### src/rtl/dac_out_if.sv
// Input-side handshake bundle for dac_out: enable gate plus the VALID/READY data channel.
interface dac_out_if #(
    parameter int FLOAT_WIDTH = 64
) ();
    logic                   enable;
    logic [FLOAT_WIDTH-1:0] DATA_IN;
    logic                   IN_VALID;
    logic                   IN_READY;

    modport master (output enable, output DATA_IN, output IN_VALID, input IN_READY);
    modport slave  (input enable, input DATA_IN, input IN_VALID, output IN_READY);
endinterface

### src/rtl/dac_out.sv
// dac_out: takes one signed 16Q48 actuator value per handshake, scales it to an unsigned
// DAC code with round-half-up, clamps it, strobes it to the DAC and pulses DONE once the
// programmable settle time has elapsed.
module dac_out #(
    parameter int unsigned          FLOAT_WIDTH   = 64,
    parameter int unsigned          DAC_WIDTH     = 12,
    parameter logic [31:0]          CODE_SCALE    = 32'h0066_6666,
    parameter int unsigned          MUL_LAT       = 2,
    parameter int unsigned          SETTLE_CYCLES = 64,
    parameter logic [DAC_WIDTH-1:0] RESET_CODE    = '0
) (
    input  logic                 DAC_CLK,
    input  logic                 RST_N,
    dac_out_if.slave             in_bus,
    output logic [DAC_WIDTH-1:0] DAC_DATA_OUT,
    output logic                 DAC_WR,
    output logic                 DONE,
    output logic                 SAT
);

    localparam int unsigned PROD_WIDTH  = FLOAT_WIDTH + 33;
    localparam logic [31:0] MUL_LAST    = 32'(MUL_LAT - 1);
    localparam logic [31:0] SETTLE_LAST = (SETTLE_CYCLES == 0) ? 32'd0 : 32'(SETTLE_CYCLES - 1);

    // 0.5 LSB of the output code in product units, and the largest legal DAC code.
    localparam logic signed [PROD_WIDTH-1:0] HALF_LSB = PROD_WIDTH'(1) <<< 63;
    localparam logic signed [PROD_WIDTH-1:0] CODE_MAX = (PROD_WIDTH'(1) <<< DAC_WIDTH) - PROD_WIDTH'(1);

    typedef enum logic [2:0] {
        IDLE,
        MUL,
        CLAMP,
        WRITE,
        SETTLE,
        FIN
    } state_t;

    state_t state, state_next;
    logic [31:0] cnt;

    logic                         accept;
    logic [FLOAT_WIDTH-1:0]       data_q;
    logic signed [PROD_WIDTH-1:0] product;
    logic signed [PROD_WIDTH-1:0] mul_pipe [MUL_LAT];
    logic signed [PROD_WIDTH-1:0] rounded;
    logic                         sat_lo, sat_hi;
    logic [DAC_WIDTH-1:0]         code_next;

    assign accept = (state == IDLE) && in_bus.IN_VALID && in_bus.IN_READY;

    // Unsigned scale is zero-extended so the whole multiply stays signed.
    assign product = $signed(data_q) * $signed({1'b0, CODE_SCALE});

    // Round half up, then floor via arithmetic shift; the full width is kept for the range test.
    assign rounded   = (mul_pipe[MUL_LAT-1] + HALF_LSB) >>> 64;
    assign sat_lo    = rounded < 0;
    assign sat_hi    = rounded > CODE_MAX;
    assign code_next = sat_lo ? '0 : (sat_hi ? '1 : rounded[DAC_WIDTH-1:0]);

    // State register and the shared MUL/SETTLE cycle counter.
    always_ff @(posedge DAC_CLK or negedge RST_N) begin
        if (!RST_N) begin
            state <= IDLE;
            cnt   <= '0;
        end else begin
            // NOTE: sequential state uses <= so every flop samples pre-edge values.
            state <= state_next;
            cnt   <= (state_next != state) ? '0 : cnt + 32'd1;
        end
    end

    // Next-state decode.
    always_comb begin
        // NOTE: default assignment first so no path through the case leaves a latch.
        state_next = state;
        case (state)
            IDLE:    if (accept) state_next = MUL;
            MUL:     if (cnt == MUL_LAST) state_next = CLAMP;
            CLAMP:   state_next = WRITE;
            WRITE:   state_next = (SETTLE_CYCLES == 0) ? FIN : SETTLE;
            SETTLE:  if (cnt == SETTLE_LAST) state_next = FIN;
            FIN:     state_next = IDLE;
            default: state_next = IDLE;
        endcase
    end

    // Moore outputs; READY is additionally gated by enable and held low while in reset.
    always_comb begin
        in_bus.IN_READY = 1'b0;
        DAC_WR          = 1'b0;
        DONE            = 1'b0;
        case (state)
            IDLE:    in_bus.IN_READY = in_bus.enable & RST_N;
            WRITE:   DAC_WR = 1'b1;
            FIN:     DONE = 1'b1;
            default: ;
        endcase
    end

    // Input capture and multiplier pipeline.
    always_ff @(posedge DAC_CLK) begin
        // NOTE: pure datapath with no reset; its contents are only consumed after a handshake refills it.
        if (accept) data_q <= in_bus.DATA_IN;
        mul_pipe[0] <= product;
        for (int i = 1; i < int'(MUL_LAT); i++) mul_pipe[i] <= mul_pipe[i-1];
    end

    // DAC code and saturation flag update on the edge that enters WRITE and hold otherwise.
    always_ff @(posedge DAC_CLK or negedge RST_N) begin
        if (!RST_N) begin
            DAC_DATA_OUT <= RESET_CODE;
            SAT          <= 1'b0;
        end else if (state == CLAMP) begin
            DAC_DATA_OUT <= code_next;
            SAT          <= sat_lo | sat_hi;
        end
    end

endmodule
### src/flat_wrapper.sv
// flat-port wrapper written by rule: the top's interface ports become plain ports
module dac_out_flat 
#(
    parameter int unsigned          FLOAT_WIDTH   = 64,
    parameter int unsigned          DAC_WIDTH     = 12,
    parameter logic [31:0]          CODE_SCALE    = 32'h0066_6666,
    parameter int unsigned          MUL_LAT       = 2,
    parameter int unsigned          SETTLE_CYCLES = 64,
    parameter logic [DAC_WIDTH-1:0] RESET_CODE    = '0
)
  (DAC_CLK, RST_N, DAC_DATA_OUT, DAC_WR, DONE, SAT, in_bus_enable, in_bus_DATA_IN, in_bus_IN_VALID, in_bus_IN_READY);
  dac_out_if #(.FLOAT_WIDTH(FLOAT_WIDTH)) in_bus_i ();
  input  logic DAC_CLK;
  input  logic RST_N;
  output logic [DAC_WIDTH-1:0] DAC_DATA_OUT;
  output logic DAC_WR;
  output logic DONE;
  output logic SAT;
  input wire logic [$bits(in_bus_i.enable)-1:0] in_bus_enable;
  input wire logic [$bits(in_bus_i.DATA_IN)-1:0] in_bus_DATA_IN;
  input wire logic [$bits(in_bus_i.IN_VALID)-1:0] in_bus_IN_VALID;
  output wire logic [$bits(in_bus_i.IN_READY)-1:0] in_bus_IN_READY;
  assign in_bus_i.enable = in_bus_enable;
  assign in_bus_i.DATA_IN = in_bus_DATA_IN;
  assign in_bus_i.IN_VALID = in_bus_IN_VALID;
  assign in_bus_IN_READY = in_bus_i.IN_READY;
  dac_out #(.FLOAT_WIDTH(FLOAT_WIDTH), .DAC_WIDTH(DAC_WIDTH), .CODE_SCALE(CODE_SCALE), .MUL_LAT(MUL_LAT), .SETTLE_CYCLES(SETTLE_CYCLES), .RESET_CODE(RESET_CODE)) u_core (.DAC_CLK(DAC_CLK), .RST_N(RST_N), .in_bus(in_bus_i), .DAC_DATA_OUT(DAC_DATA_OUT), .DAC_WR(DAC_WR), .DONE(DONE), .SAT(SAT));
endmodule
### config.mk
export PLATFORM = sky130hd
export DESIGN_NAME = dac_out_flat
export DESIGN_NICKNAME = d
export VERILOG_FILES = /design/src/rtl/dac_out_if.sv /design/src/rtl/dac_out.sv /design/src/flat_wrapper.sv
export SDC_FILE = /design/constraint.sdc
export NUM_CORES = 2
export LEC_CHECK = 0
export CELL_PAD_IN_SITES_DETAIL_PLACEMENT = 0
export CELL_PAD_IN_SITES_GLOBAL_PLACEMENT = 1
export CORE_MARGIN = 3
export CORE_UTILIZATION = 30
export CTS_CLUSTER_DIAMETER = 100
export DETAILED_ROUTE_END_ITERATION = 10
export HOLD_SLACK_MARGIN = 0.08
export MAX_ROUTING_LAYER = met4
export PLACE_DENSITY = 0.57
export SKIP_LAST_GASP = 1
export SYNTH_ARGS = -nofsm -noshare
export SYNTH_HDL_FRONTEND = slang
export SYNTH_SLANG_ARGS = --single-unit
### constraint.sdc
create_clock -name DAC_CLK -period 11.7 [get_ports DAC_CLK]
set_clock_uncertainty 0.05 [all_clocks]
set_input_delay 1.17 -clock DAC_CLK [delete_from_list [all_inputs] [get_ports DAC_CLK]]
set_output_delay 1.17 -clock DAC_CLK [all_outputs]
set_load 0.01 [all_outputs]
[Word level (Yosys, flattened, before mapping)]
Memories as Yosys holds them, arrays and structs flattened.
Index checks and enable logic that the tools add are counted.
Cells by class
  $mul: 1
  $lt $le $gt $ge: 2
  add/subtract/negate cells: 2
  multiplexer cells: 10
  equal/unequal tests: 8
  bitwise operators: 2
  reduce and logical (&&, ||, !) cells: 3
Operators by type and width (count)
  $add A97 B65 Y97 const B: 1
  $mul A64 B23 Y87 const B: 1
  $gt A33 B13 Y1 const B: 1
  $lt A33 B1 Y1 const B: 1
  $add A32 B1 Y32 const B: 1
  $eq A32 B1 Y1 const B: 1
  $eq A32 B6 Y1 const B: 1
  $mux W32: 1
  $mux W12: 2
  $pmux W3 S5: 1
  $mux W3: 3
  $eq A3 B2 Y1 const B: 2
  $eq A3 B3 Y1 const B: 2
  $eq A3 B1 Y1 const B: 1
  $logic_not A3 Y1: 1
  $mux W1: 3
  $ne A3 B3 Y1: 1
  $logic_and A1 B1 Y1: 2
  $and A1 B1 Y1: 1
  $or A1 B1 Y1: 1
Storage, ports and cells
  bits in registers: 112
  output and inout bits: 16
  input port bits: 68
  memories: 1
  word-level logic and storage cells: 34
  RAM bits: 194
Memory list
  u_core.mul_pipe: words 2, width 97, rd ports 2, clocked after memory_dff 0, write ports 2, RTL line dac_out.sv:44  | logic signed [PROD_WIDTH-1:0] mul_pipe [MUL_LAT];

[Logic depth before layout (Yosys ltp)]
  depth in word-level cells: 7
  depth in mapped cells: 25
  mapped depth without buffers: 25

[Worst setup path before layout]
No wires, ideal clock.
  path type: reg2reg
  from: reg u_core.data_q[63]
  to: mem u_core.mul_pipe[0][86] (netlist bit)
  data required time: 11.528 ns
  cell stages (with the launch flop): 21
  period minus slack after synthesis: 6.412 ns
  arrival: 6.240 ns
  path slack: 5.288 ns
  cells stage by stage: edfxtp_1 -> fa_1 -> ha_1 -> inv_1 -> fa_1 -> fa_1 -> fa_1 -> fa_1 -> inv_1 -> ha_1 -> clkbuf_1 -> a21o_1 -> a21o_1 -> a21oi_1 -> nor2_1 -> o21a_1 -> o211ai_1 -> and3_1 -> nand2_1 -> and4_1 -> a311o_1
RTL lines
  start, declared: RTL line dac_out.sv:42  | logic [FLOAT_WIDTH-1:0] data_q;
  start signal, assigned: RTL line dac_out.sv:103  | if (accept) data_q <= in_bus.DATA_IN;
  end, declared: RTL line dac_out.sv:44

==> flow_summary.ini <==
[status]
outcome = complete, no violations

[grt]
track_usage_pct = 16.5
grt_max_degree = 52
grt_pass1_wl_um = 130000
antenna_found_initial = 1
grt_pass1_vias = 21800
grt_overflow = 0

[yosys]
synth.most_common_cell = inv_1
ys_top_cells_by_area = fa_1 (37%), ha_1 (19%), inv_1 (11%)
synth_top_cell_area_share_pct = 37.0
yosys-top-cells-count = inv_1 (890), fa_1 (569), ha_1 (476)
yosysWarnings = 0
ys.flop_type = edfxtp_1
async_flop_share_pct = 29.6
synth_edf_count = 64
synth_cell_types = 70
netlist_instances = 3073
yosysSeqAreaShare_pct = 13.4
syn_nets = 4186
ys_seq_elements = 162
netlist_area_mm2 = 0.0308
synth_area_per_cell_um2 = 10.0
yosys.area.top_type = fa_1

[route]
detail-route-antenna-nets = 0
detail_route.wl_per_cell_um = 18.1
drc_errors = 0
routed_wl_um = 81900
drt-initial-drc-count = 967
num_vias = 19800
vias_per_cell = 4.39
drt_pass1_iterations = 5

[min_path]
holdPathStages = 0
hp-class = reg -> reg

[die]
start_util_pct = 30.5
die_h_um = 326
dieArea_mm2 = 0.106
rows = 116
core_area_mm2 = 0.101
io_pins = 84
die_w_um = 326

[clocking]
cts_tree = done
clkSinkCount = 162
path_clk_slew_ps = 80
cts_buffer_depth = 2
cts_root_buffer = clkbuf_16
cts_hold_buf = 0
post-cts-setup-buffer-count = 0
h-tree-depth = 4
clock_latency_ps = 510
cts_buffers = 17
post_cts_resized = 0

[final_layout]
drive_gt1_share_pct = 1.86
fin_nets = 4265
syn_to_final_growth_pct = 10.0

[placement]
io_buffers = 83
hpwlAfterDp_um = 71600
finalWeightedCongestion = 0.874

[worst_setup_path]
worstPathArrival_ps = 7750
required_ps = 12020
worst_path_largest_cell_delay_ps = 880
start_kind = flip-flop
endpoint_kind = flip-flop
critical_path_class = reg -> reg
rrSetupSlack_ps = 4270
startpoint = u_core.data_q[13]
endpoint = u_core.mul_pipe[0][86]
crit_chain = ha_1, xor2_1, ha_1, fa_1, fa_1, fa_1, fa_1, inv_1, fa_1, inv_1, ha_1, a21o_1, a21o_1, a21oi_1, o22ai_1, nor4b_1, a21oi_1, o21ai_1, nand2_1, and4_1, a311o_1
cpMostUsedCell = fa_1
r2r-end = u_core.mul_pipe[0][86]
critPathMaxFanout = 11
r2r_cells = 21
critPathSlowestCell = edfxtp_1
worstReg2RegStart = u_core.data_q[13]

[power]
p_leak_nw = 17.2
vdd_drop_max_mv = 0.0797
power_w = 0.00122
power.density_mw_per_mm2 = 35.9

[timing]
setup_viol = 0
worstMarginPinSlew_ps = 1030
fmax_ghz = 0.135
final_max_slew_viol_count = 0
rsz0062_at_grt = no
maxSlewHeadroom_pct = 31.5
final.min_clock_period_ps = 7430
hold_violations = 0
period_share_pct = 63.5
tns_ps = 0

[flow_run]
max-cap-violations = 0
[metrics by stage]
stage / setup slack, ps / utilization [%] / instances / hold WS [ps] / cell area [um^2]
after floorplan: 5290 / - / 3073 / 260 / 30800
after global placement: 4240 / 32.9 / 4490 / 262 / 33200
after detailed placement: 4270 / 32.9 / 4490 / 262 / 33200
after CTS: 4160 / 33.5 / 4522 / 272 / 33800
after global routing: 3810 / 33.5 / 4523 / 277 / 33800
final: 4270 / 33.5 / 4523 / 273 / 33800
[report_power, final]
part	internal [W]	switching [W]
Clock	0.000291	0.000310
Combinational	0.0000194	0.00000787
Sequential	0.000587	0
Total	0.000898	0.000318
[registers in the layout, summed over array words and instances (netlist names)]
register	flops
u_core.cnt	32
u_core.data_q	64
u_core.mul_pipe	50
u_core.SAT	1
u_core.state	3
u_core.DAC_DATA_OUT	12
[layout make-up]
type / count / area, um^2
flip-flops and latches: 162 / 4120
fillers: 10500 / 67000
repair buffers: 89 / 871
multi-input cells: 1991 / 23200
inverters: 891 / 3340
clock buffers: 17 / 425
well taps: 1357 / 1700
clock inverters: 15 / 189
diodes: 1 / 2.50
[critical path, delay by kind of cell (launching register included)]
family	cells	cell delay [ps]
XOR/XNOR	1	270
buffers and inverters	2	110
flip-flops	1	880
AO/OA/AOI/OAI	7	1480
AND/OR/NAND/NOR	3	740
adder cells (fa/ha/maj)	8	3780
[metal layers]
metal | track usage (%) | wire (um)
met3 | 2.34 | 3000
met4 | 2.94 | 852
met1 | 23.5 | 40800
met2 | 25.1 | 37200
met5 | - | 0
[logic make-up after synthesis]
group	share of synthesized area, %
compound gates	7.61
xor+xnor	4.27
fa+ha+maj	56.4
buf+inv	11.3
flops	13.4
mux	0.285
simple gates	6.74
[worst min-delay path by stage]
stage                              endpoint                   start  slack, ps
detailed placement  u_core.mul_pipe[0][162]  u_core.mul_pipe[0][65]        260
global route        u_core.mul_pipe[0][181]  u_core.mul_pipe[0][84]        280
CTS                 u_core.mul_pipe[0][181]  u_core.mul_pipe[0][84]        270
global placement    u_core.mul_pipe[0][175]  u_core.mul_pipe[0][78]        260
finish              u_core.mul_pipe[0][181]  u_core.mul_pipe[0][84]        270
floorplan           u_core.mul_pipe[0][160]  u_core.mul_pipe[0][63]        260
[cell usage in the layout (no fill, tap or decap), types with 17 or more instances in the layout]
master	Yosys	layout
dfrtp_1	48	48
o21ai_0	38	38
xnor2_1	76	76
inv_1	890	890
clkdlybuf4s50_1	0	82
dfxtp_1	50	50
ha_1	476	476
nor2_1	120	120
nand4_1	28	28
nand3_1	40	40
clkbuf_16	0	17
nand2b_1	17	17
nand2_1	126	126
xor2_1	74	74
a21o_1	101	101
edfxtp_1	64	64
and3_1	18	18
a21oi_1	108	108
fa_1	569	569
nor4_1	17	17
No activity file was read; power rests on OpenSTA's default activity.
